`config.mk`:
```
export PLATFORM = sky130hd
export DESIGN_NAME = wb_burst_rd
export DESIGN_NICKNAME = d
export VERILOG_FILES = /design/src/rtl/wb_pkg.sv /design/src/rtl/wb_burst_rd.sv
export SDC_FILE = /design/constraint.sdc
export NUM_CORES = 1
export LEC_CHECK = 0
export BUFFER_PORTS_ARGS = -buffer_cell sky130_fd_sc_hd__buf_2
export CAP_MARGIN = 20
export CORE_AREA = 3 3 120 122
export CTS_BUF_LIST = sky130_fd_sc_hd__clkbuf_4
export CTS_CLUSTER_DIAMETER = 50
export DETAILED_ROUTE_END_ITERATION = 7
export DIE_AREA = 0 0 123 125
export GPL_TIMING_DRIVEN = 0
export SYNTH_ARGS = -nofsm -noshare
export SYNTH_HDL_FRONTEND = slang
export SYNTH_SLANG_ARGS = --single-unit
```
`constraint.sdc`:
```
create_clock -name clk -period 1.91 [get_ports clk]
set_input_delay 0.191 -clock clk [delete_from_list [all_inputs] [get_ports clk]]
set_output_delay 0.191 -clock clk [all_outputs]
set_load 0.01 [all_outputs]
```
`src/rtl/wb_pkg.sv`:
```
`default_nettype none
// ============================================================================
// Module      : wb_pkg
// Description : Wishbone B3 registered-feedback burst constants and the
//               shared burst address stepping function. The responder-side
//               incrementer uses the same function so both ends of a burst
//               always agree on the address sequence.
// Revision    : 1.0 - initial release
// ============================================================================
package wb_pkg;

   // Cycle type identifiers
   localparam logic [2:0] CTI_CLASSIC = 3'b000;
   localparam logic [2:0] CTI_INC     = 3'b010;
   localparam logic [2:0] CTI_EOB     = 3'b111;

   // Burst type extensions
   localparam logic [1:0] BTE_LINEAR  = 2'b00;
   localparam logic [1:0] BTE_WRAP4   = 2'b01;
   localparam logic [1:0] BTE_WRAP8   = 2'b10;
   localparam logic [1:0] BTE_WRAP16  = 2'b11;

   // Widest address the stepping function handles; callers zero-extend
   // into this width and keep only their own low bits of the result.
   localparam int WB_ADR_MAX = 64;

   // Next word address of a burst. Linear steps the whole word and rolls
   // over at the caller's width once truncated; wrap modes step only the
   // low 2/3/4 bits and leave the upper bits untouched.
   function automatic logic [WB_ADR_MAX-1:0] wb_next_adr(
      input logic [WB_ADR_MAX-1:0] adr,
      input logic [1:0]            bte
   );
      logic [WB_ADR_MAX-1:0] nxt;
      nxt = adr;
      case (bte)
         BTE_LINEAR: nxt = adr + 64'd1;
         BTE_WRAP4:  nxt[1:0] = adr[1:0] + 2'd1;
         BTE_WRAP8:  nxt[2:0] = adr[2:0] + 3'd1;
         BTE_WRAP16: nxt[3:0] = adr[3:0] + 4'd1;
         default:    nxt = adr + 64'd1;
      endcase
      return nxt;
   endfunction

   // Number of beats in a burst: len+1 for linear, fixed for wrap modes.
   function automatic logic [4:0] wb_burst_beats(
      input logic [1:0] bte,
      input logic [3:0] len
   );
      logic [4:0] beats;
      case (bte)
         BTE_LINEAR: beats = {1'b0, len} + 5'd1;
         BTE_WRAP4:  beats = 5'd4;
         BTE_WRAP8:  beats = 5'd8;
         BTE_WRAP16: beats = 5'd16;
         default:    beats = 5'd1;
      endcase
      return beats;
   endfunction

endpackage : wb_pkg
`default_nettype wire

```
`src/rtl/wb_burst_rd.sv`:
```
`default_nettype none
// ============================================================================
// Module      : wb_burst_rd
// Description : Wishbone B3 registered-feedback burst read initiator. Takes a
//               single-cycle burst request, runs the burst on the bus with
//               linear/wrap4/wrap8/wrap16 address stepping, and forwards each
//               acknowledged word to a local consumer that always accepts.
//               An error response terminates the burst immediately.
//               ADR_W must lie in 4..63.
// Revision    : 1.0 - initial release
// ============================================================================
module wb_burst_rd
   import wb_pkg::*;
#(
   parameter int ADR_W = 30,
   parameter int DW    = 32
) (
   input  logic             clk,
   input  logic             rst_n,

   // Request side
   input  logic             req_i,
   input  logic [ADR_W-1:0] req_adr_i,
   input  logic [1:0]       req_bte_i,
   input  logic [3:0]       req_len_i,
   output logic             busy_o,
   output logic             done_o,
   output logic             err_o,

   // Consumer side
   output logic [DW-1:0]    rd_dat_o,
   output logic             rd_vld_o,

   // Wishbone initiator port
   output logic             wbm_cyc_o,
   output logic             wbm_stb_o,
   output logic [ADR_W-1:0] wbm_adr_o,
   output logic [2:0]       wbm_cti_o,
   output logic [1:0]       wbm_bte_o,
   input  logic [DW-1:0]    wbm_dat_i,
   input  logic             wbm_ack_i,
   input  logic             wbm_err_i
);

   localparam logic [0:0] c_ST_IDLE   = 1'b0;
   localparam logic [0:0] c_ST_ACTIVE = 1'b1;

   logic [0:0]            r_state;
   logic                  r_cyc;
   logic                  r_stb;
   logic [ADR_W-1:0]      r_adr;
   logic [2:0]            r_cti;
   logic [1:0]            r_bte;
   logic [4:0]            r_remain;
   logic                  r_busy;
   logic                  r_done;
   logic                  r_err;
   logic [DW-1:0]         r_rd_dat;
   logic                  r_rd_vld;

   logic                  w_start;
   logic                  w_err_beat;
   logic                  w_ack_beat;
   logic                  w_last_beat;
   logic [4:0]            w_req_beats;
   logic [WB_ADR_MAX-1:0] w_adr_next_full;
   logic [ADR_W-1:0]      w_adr_next;
   logic                  w_unused_adr_hi;

   // Request is only honoured while idle; bus responses only while strobing.
   // An error wins over an acknowledge presented in the same cycle.
   assign w_start     = (r_state == c_ST_IDLE) && req_i;
   assign w_err_beat  = (r_state == c_ST_ACTIVE) && r_stb && wbm_err_i;
   assign w_ack_beat  = (r_state == c_ST_ACTIVE) && r_stb && wbm_ack_i && !wbm_err_i;
   assign w_last_beat = w_ack_beat && (r_remain == 5'd1);
   assign w_req_beats = wb_burst_beats(req_bte_i, req_len_i);

   assign w_adr_next_full = wb_next_adr({{(WB_ADR_MAX-ADR_W){1'b0}}, r_adr}, r_bte);
   assign w_adr_next      = w_adr_next_full[ADR_W-1:0];
   // Upper bits only carry the linear rollover, which truncation discards.
   assign w_unused_adr_hi = ^w_adr_next_full[WB_ADR_MAX-1:ADR_W];

   // Burst FSM and bus signalling: start on request, step on ack, stop on
   // last ack or on error.
   always_ff @(posedge clk or negedge rst_n) begin
      if (!rst_n) begin
         r_state <= c_ST_IDLE;
         r_cyc   <= 1'b0;
         r_stb   <= 1'b0;
         r_adr   <= '0;
         r_cti   <= CTI_CLASSIC;
         r_bte   <= BTE_LINEAR;
         r_busy  <= 1'b0;
      end else begin
         case (r_state)
            c_ST_IDLE: begin
               if (w_start) begin
                  r_state <= c_ST_ACTIVE;
                  r_cyc   <= 1'b1;
                  r_stb   <= 1'b1;
                  r_busy  <= 1'b1;
                  r_adr   <= req_adr_i;
                  r_bte   <= req_bte_i;
                  r_cti   <= (w_req_beats == 5'd1) ? CTI_CLASSIC : CTI_INC;
               end
            end
            c_ST_ACTIVE: begin
               if (w_err_beat || w_last_beat) begin
                  r_state <= c_ST_IDLE;
                  r_cyc   <= 1'b0;
                  r_stb   <= 1'b0;
                  r_busy  <= 1'b0;
                  r_cti   <= CTI_CLASSIC;
                  r_bte   <= BTE_LINEAR;
               end else if (w_ack_beat) begin
                  r_adr <= w_adr_next;
                  // Two beats left before this ack means one left after it.
                  if (r_remain == 5'd2) begin
                     r_cti <= CTI_EOB;
                  end
               end
            end
            default: begin
               r_state <= c_ST_IDLE;
               r_cyc   <= 1'b0;
               r_stb   <= 1'b0;
               r_busy  <= 1'b0;
               r_cti   <= CTI_CLASSIC;
               r_bte   <= BTE_LINEAR;
            end
         endcase
      end
   end

   // Remaining-beat counter: loaded at burst start, decremented per ack.
   always_ff @(posedge clk or negedge rst_n) begin
      if (!rst_n) begin
         r_remain <= 5'd0;
      end else if (w_start) begin
         r_remain <= w_req_beats;
      end else if (w_err_beat) begin
         r_remain <= 5'd0;
      end else if (w_ack_beat) begin
         r_remain <= r_remain - 5'd1;
      end
   end

   // Consumer data path and completion pulses; errored beats carry no data.
   always_ff @(posedge clk or negedge rst_n) begin
      if (!rst_n) begin
         r_rd_dat <= '0;
         r_rd_vld <= 1'b0;
         r_done   <= 1'b0;
         r_err    <= 1'b0;
      end else begin
         r_rd_vld <= w_ack_beat;
         r_done   <= w_last_beat || w_err_beat;
         r_err    <= w_err_beat;
         if (w_ack_beat) begin
            r_rd_dat <= wbm_dat_i;
         end
      end
   end

   assign busy_o    = r_busy;
   assign done_o    = r_done;
   assign err_o     = r_err;
   assign rd_dat_o  = r_rd_dat;
   assign rd_vld_o  = r_rd_vld;
   assign wbm_cyc_o = r_cyc;
   assign wbm_stb_o = r_stb;
   assign wbm_adr_o = r_adr;
   assign wbm_cti_o = r_cti;
   assign wbm_bte_o = r_bte;

endmodule : wb_burst_rd
`default_nettype wire

```
# [Word-level counts from Yosys, hierarchy flattened]
# Cells that the tools add are included.
[totals] reg_bits=77 input_bits=73 elab_cells=82
[op_classes] add_sub_neg=6 eq_ne=18 mux=27 bitwise=1 n_reduce_logical=17
[ops] op="30-bit two-way mux" count=3
[ops] op="30-bit one-hot mux with 2 select lines" count=1
[ops] op="30-bit by 1-bit adder with 30-bit output, second input constant" count=1
[ops] op="26-bit two-way mux" count=1
[ops] op="5-bit one-hot mux with 4 select lines" count=1
[ops] op="5-bit two-way mux" count=3
[ops] op="3-bit two-way mux" count=4
[ops] op="4-bit AND reduction" count=3
[ops] op="5-bit by 1-bit == test with 1-bit output, second input constant" count=2
[ops] op="3-bit by 1-bit != test with 1-bit output, second input constant" count=3
[ops] op="2-bit == test, second input constant" count=4
[ops] op="2-bit one-hot mux with 4 select lines" count=1
[ops] op="1-bit logical AND" count=6
[ops] op="2-bit two-way mux" count=3
[ops] op="2-bit by 1-bit != test with 1-bit output, second input constant" count=3
[ops] op="1-bit one-hot mux with 2 select lines" count=3
[ops] op="3-bit one-hot mux with 2 select lines" count=1
[ops] op="3-bit AND reduction" count=2
[ops] op="4-bit by 1-bit adder with 5-bit output, second input constant" count=1
[ops] op="5-bit by 2-bit == test with 1-bit output, second input constant" count=1
[ops] op="5-bit by 1-bit subtractor with 5-bit output, second input constant" count=1
[ops] op="4-bit by 1-bit adder with 4-bit output, second input constant" count=1
[ops] op="2-bit by 1-bit == test with 1-bit output, second input constant" count=2
[ops] op="2-bit zero test" count=2
[ops] op="12 further kinds" count=16

# [Depth between registers and ports, before layout]
[depth] depth_word=7 mapped_depth=9 mapped_depth_nobuf=7

# [Least setup slack after synthesis]
# Ideal clock, no wire load.
[synth_timing] kind="register to register" start="register r_adr[0] (netlist: wbm_adr_o[0])" end="register r_adr[24] (netlist: wbm_adr_o[24])" setup_ps=79 arrival_ps=1733 required_ps=1831 path_slack_ps=98 path_stages_with_launch=8 cell_sequence="dfrtp_1 ha_1 nand3_2 or2_0 clkbuf_2 or3_1 a21oi_1 a2bb2oi_1"
[synth_between] elab_chain_cells=5
[synth_rtl] item="start: declaration" line="wb_burst_rd.sv:51" source="logic [ADR_W-1:0] r_adr;"
[synth_rtl] item="start signal: assignment" line="wb_burst_rd.sv:102" source="r_adr <= req_adr_i;"
[synth_rtl] item="start signal: assignment" line="wb_burst_rd.sv:116" source="r_adr <= w_adr_next;"
[synth_rtl] item="30-bit by 1-bit adder with 30-bit output"
[synth_rtl] item="26-bit two-way mux" line="wb_pkg.sv:36" source="case (bte)"
[synth_rtl] item="30-bit two-way mux" line="wb_burst_rd.sv:115" source="end else if (w_ack_beat) begin"
[synth_rtl] item="30-bit two-way mux" line="wb_burst_rd.sv:108" source="if (w_err_beat || w_last_beat) begin"
[synth_rtl] item="30-bit one-hot mux with 2 select lines" line="wb_burst_rd.sv:95" source="case (r_state)"
# No other way between the ends. The select of a mux whose other input is x is not followed.
# A chain may end at the register's enable or synchronous reset.

# [Worst setup path after layout]
[layout_timing] start="register r_adr[1] (netlist: wbm_adr_o[1])" end="register r_adr[24] (netlist: wbm_adr_o[24])"
# Same word-level chain as after synthesis.

==> results list <==
- Sink count of the clock tree: 76
- Final standard cell count with taps included and fillers excluded: 840
- For this run, the slowest stage of the critical path takes approximately 0.43 ns.
- Counting flops with a built-in enable in the synthesized netlist gives 0.
* Source-to-sink clock delay at the later pin of the worst-skew pair: ~0.44 ns
- For this run, the total global-route usage over all layers was measured as 0.172.
* Beginning of the worst register-to-register path: wbm_adr_o[1]
* Post-synthesis instance area: ~4000 µm²
- Sum of routed wire length over all layers: 13300 µm
* Top post-synthesis cells by count: sky130_fd_sc_hd__nand2_1, sky130_fd_sc_hd__dfrtp_1, sky130_fd_sc_hd__a21oi_1
* Cell taking the most area after synthesis: sky130_fd_sc_hd__dfrtp_1
- Transition at the pin with the smallest max-transition slack: 0.724 ns
- Headroom to the max-slew limit came out at 0.518.
- The most used flip-flop cell after synthesis is sky130_fd_sc_hd__dfrtp_1.
* Final WS setup: 0.0313 ns
* Internal reg-to-reg setup slack: about 0.031 ns
* Die boundary height: 125 µm
- In this run the worst hold path is classified as input pin to flop.
* Synthesized instance count: around 460
- Of the synthesized area, sequential elements account for 0.476.
* Instance count along the most critical hold path: 3
- Crit end category: flop
* Post-synthesis to final-layout area growth: 39.7%
- Cell at the slowest stage of the critical path: sky130_fd_sc_hd__dfrtp_2
- During I/O placement, the number of pins put on the boundary was between 100 and 150.
* Number of synthesized register bits: 76
- Buffers placed on the I/O ports in this run total 145.
* Count of cell types in the netlist: 50
- Static timing analysis puts the maximum clock frequency at roughly 530 MHz.
- Largest net degree at the start of global routing: 60
* Category of the critical setup timing path: flop to flop
- Setup repair after global routing could not meet its margin everywhere.
* Die Area: between 15000 and 20000 µm²
- Summed over all failing endpoints, the final setup total negative slack is 0 ns.
* Share of flip-flops with an asynchronous set or reset: 1.00
- Dividing total power by cell area gives a power density of around 1500 nW/µm².
- By area the synthesized netlist is led by sky130_fd_sc_hd__dfrtp_1, sky130_fd_sc_hd__nand2_1, sky130_fd_sc_hd__a21oi_1, sky130_fd_sc_hd__o22ai_1, sky130_fd_sc_hd__a2bb2oi_1.
- Via density: 5.05
* Total of warnings raised by yosys: 0
- R2R Path End: wbm_adr_o[24]
* Crit path max fanout: 7
- Max-cap violation count: 0
- DIE WIDTH: between 100 and 150 µm
- Vias after detailed routing: between 4000 and 5000
- The clock tree synthesis step divided the H-tree into 3 levels.
- sky130_fd_sc_hd__nand2_1 is the most common cell in the netlist.
- HPWL after detailed placement: 9200 µm
- The count of pins over their slew limit is 0.
- Total power draw: approximately 8.3 mW
- The startpoint identified for the worst hold timing path is req_adr_i[0].
* Proportion of netlist area held by the largest area contributor: 0.476
- Min cycle time layout: roughly 1.9 ns
* Number of buffers created by CTS: 9
* NumNets Final: between 700 and 800
- Launching element type of the critical path: flop
* Result of the run: completed
* End of the worst hold path: wbm_adr_o[0]
* Antenna diode count: 0
- Setup violations remaining at the end of the flow were counted as 0.
* Number of inserted filler cells in the final layout: 1350
- Number of nets produced by synthesis: about 540
- For this configuration, the core starts out at a cell density of 0.300.
- On the final layout, the worst clock skew is about 0.013 ns.
- After global routing the overflow that remains totals 0.
* Fin crit share: 0.984
- Final weighted congestion of routability-driven global placement: ~0.86
* Crit path cell chain: ha_2 > nand3_4 > or2_0 > clkbuf_2 > or3_1 > a21oi_1 > a2bb2oi_1
* TritonCTS clock tree: yes
- In this run the clock root is driven by a sky130_fd_sc_hd__clkbuf_4.
* Multi-input logic area: between 1500 and 2000 µm²
- In this run, the number of DRC markers left after iteration 0 of detailed routing was between 300 and 400.
- VDD sags by at most 497 µV.
- The first global-routing pass estimated ~21000 µm of wire.
- Row cnt: 42
* Share of post-route cells with drive strength above 1: 0.321
- Final routed DRC violation total: 0
- Clock transition at the registers of the reported paths: roughly 0.12 ns
- STA puts the critical path data arrival time at 2.25 ns.
- The total area inside the core boundary comes to ~13000 µm².
* Final count of hold timing violations: 0
- Wirelength per Cell: 15.8 µm
- For the worst setup path, the data required time is 2.28 ns.
- # placed instances: ~780
- Leak: 2.71 nW
* Area taken by flip-flops and latches: ~1900 µm²
- Post-placement setup slack: -0.248 ns
- The pre-antenna-repair detailed-routing pass consisted of 5 iterations.
- Number of antenna violations at the first check in global routing: 0
- Dividing the synthesized area by the synthesized cell count gives around 8.6 µm².
- R2R depth: 7
- Post-route antenna net violation count: 0
- Hold timing on the final database bottoms out at a slack of 0.0447 ns.
- Vias in the first global route: between 4000 and 5000
- Max clock buf depth: 2
## where the power goes
group	internal, mW	switching, mW	leakage (nW)
Clock	0.308	0.552	0.0598
Combinational	1.85	2.48	1.73
Sequential	2.36	0.752	0.911
Total	4.52	3.79	2.71
## layer usage
metal	wire (µm)	vias to the layer above	GRT usage	part of all wire
met3	1050	26	0.0434	0.079
li1	-	2016	-	-
met5	0	-	0	0
met4	302	0	0.0645	0.023
met2	6410	188	0.284	0.48
met1	5510	2015	0.215	0.42
## layout make-up
cell class / count / area share
plain buffers: 31 / 0.0309
clock buffers: 13 / 0.0175
inverters: 14 / 0.00941
multi-input cells: 340 / 0.351
flip-flops and latches: 76 / 0.342
well taps: 176 / 0.0395
repair buffers: 190 / 0.210
## worst max path at each step
stage | from | slack [ns] | endpoint | cells after the start
after global placement | r_remain[1] | -0.20 | wbm_adr_o[21] | 8
after detailed placement | r_remain[1] | -0.25 | wbm_adr_o[21] | 8
after floorplan | wbm_adr_o[0] | 0.1 | wbm_adr_o[24] | 7
final | wbm_adr_o[1] | 0.03 | wbm_adr_o[24] | 7
after CTS | wbm_adr_o[2] | 0.005 | wbm_adr_o[23] | 5
after global routing | wbm_adr_o[1] | -0.08 | wbm_adr_o[24] | 7
## worst max-delay path, delay by kind of cell (launching register included)
family	cells	cell delay, ns
AO/OA/AOI/OAI	2	0.31
adder cells (fa/ha/maj)	1	0.22
buffers and inverters	1	0.15
flip-flops	1	0.43
AND/OR/NAND/NOR	3	0.69
## state kept, by name, indices dropped and copies added, names as in the netlist
signal / count
r_remain: 5
err_o: 1
rd_vld_o: 1
done_o: 1
wbm_bte_o: 2
wbm_cti_o: 2
rd_dat_o: 32
wbm_adr_o: 30
r_state: 1
busy_o: 1
## stage by stage
step	instance area (µm²)	util
after floorplan	4000	-
after global placement	4940	0.372
after detailed placement	4970	0.374
after CTS	5490	0.413
after global routing	5580	0.420
final	5580	0.420
## cells by family after synthesis
| kind of cell | count (synthesis) | share of synthesized area |
|---|---|---|
| fa+ha+maj | 8 | 0.0251 |
| compound gates | 109 | 0.168 |
| buf+inv | 46 | 0.0510 |
| xor+xnor | 5 | 0.0110 |
| flops | 76 | 0.476 |
| mux | 3 | 0.00752 |
| simple gates | 215 | 0.261 |
## cells in the final DEF, fill, tap and decap left out, types with 3 or more instances in the layout
cell type	synthesis	final
sky130_fd_sc_hd__nand4_1	8	8
sky130_fd_sc_hd__o22ai_1	19	19
sky130_fd_sc_hd__dfrtp_1	76	72
sky130_fd_sc_hd__o31ai_1	3	3
sky130_fd_sc_hd__mux2i_1	3	3
sky130_fd_sc_hd__o21ai_0	14	14
sky130_fd_sc_hd__clkbuf_2	1	4
sky130_fd_sc_hd__nand3b_1	3	3
sky130_fd_sc_hd__nor2_1	14	14
sky130_fd_sc_hd__clkbuf_4	0	18
sky130_fd_sc_hd__xor2_1	3	3
sky130_fd_sc_hd__nand3_1	18	18
sky130_fd_sc_hd__buf_1	3	3
sky130_fd_sc_hd__nand2_1	128	128
sky130_fd_sc_hd__a21oi_1	44	44
sky130_fd_sc_hd__buf_2	12	152
sky130_fd_sc_hd__nand4b_1	3	3
sky130_fd_sc_hd__ha_1	8	6
sky130_fd_sc_hd__clkbuf_1	12	6
sky130_fd_sc_hd__and3b_1	3	3
sky130_fd_sc_hd__nor3_1	6	4
sky130_fd_sc_hd__a2bb2oi_1	12	12
sky130_fd_sc_hd__buf_4	4	14
sky130_fd_sc_hd__inv_1	14	14
sky130_fd_sc_hd__dfrtp_2	0	4
sky130_fd_sc_hd__dlygate4sd3_1	0	35
sky130_fd_sc_hd__o32ai_1	5	5
sky130_fd_sc_hd__nand2b_1	4	4
sky130_fd_sc_hd__or3_4	0	3
sky130_fd_sc_hd__and4_1	5	5
## what timing repair did
item,CTS,global route
gates resized for setup,13,22
hold endpoints to repair,110,0
pin swaps,1,1
setup buffers,4,5
endpoints found under the setup margin,27,67
hold buffers,35,0
Note: power is estimated with default switching activity, not from simulation.
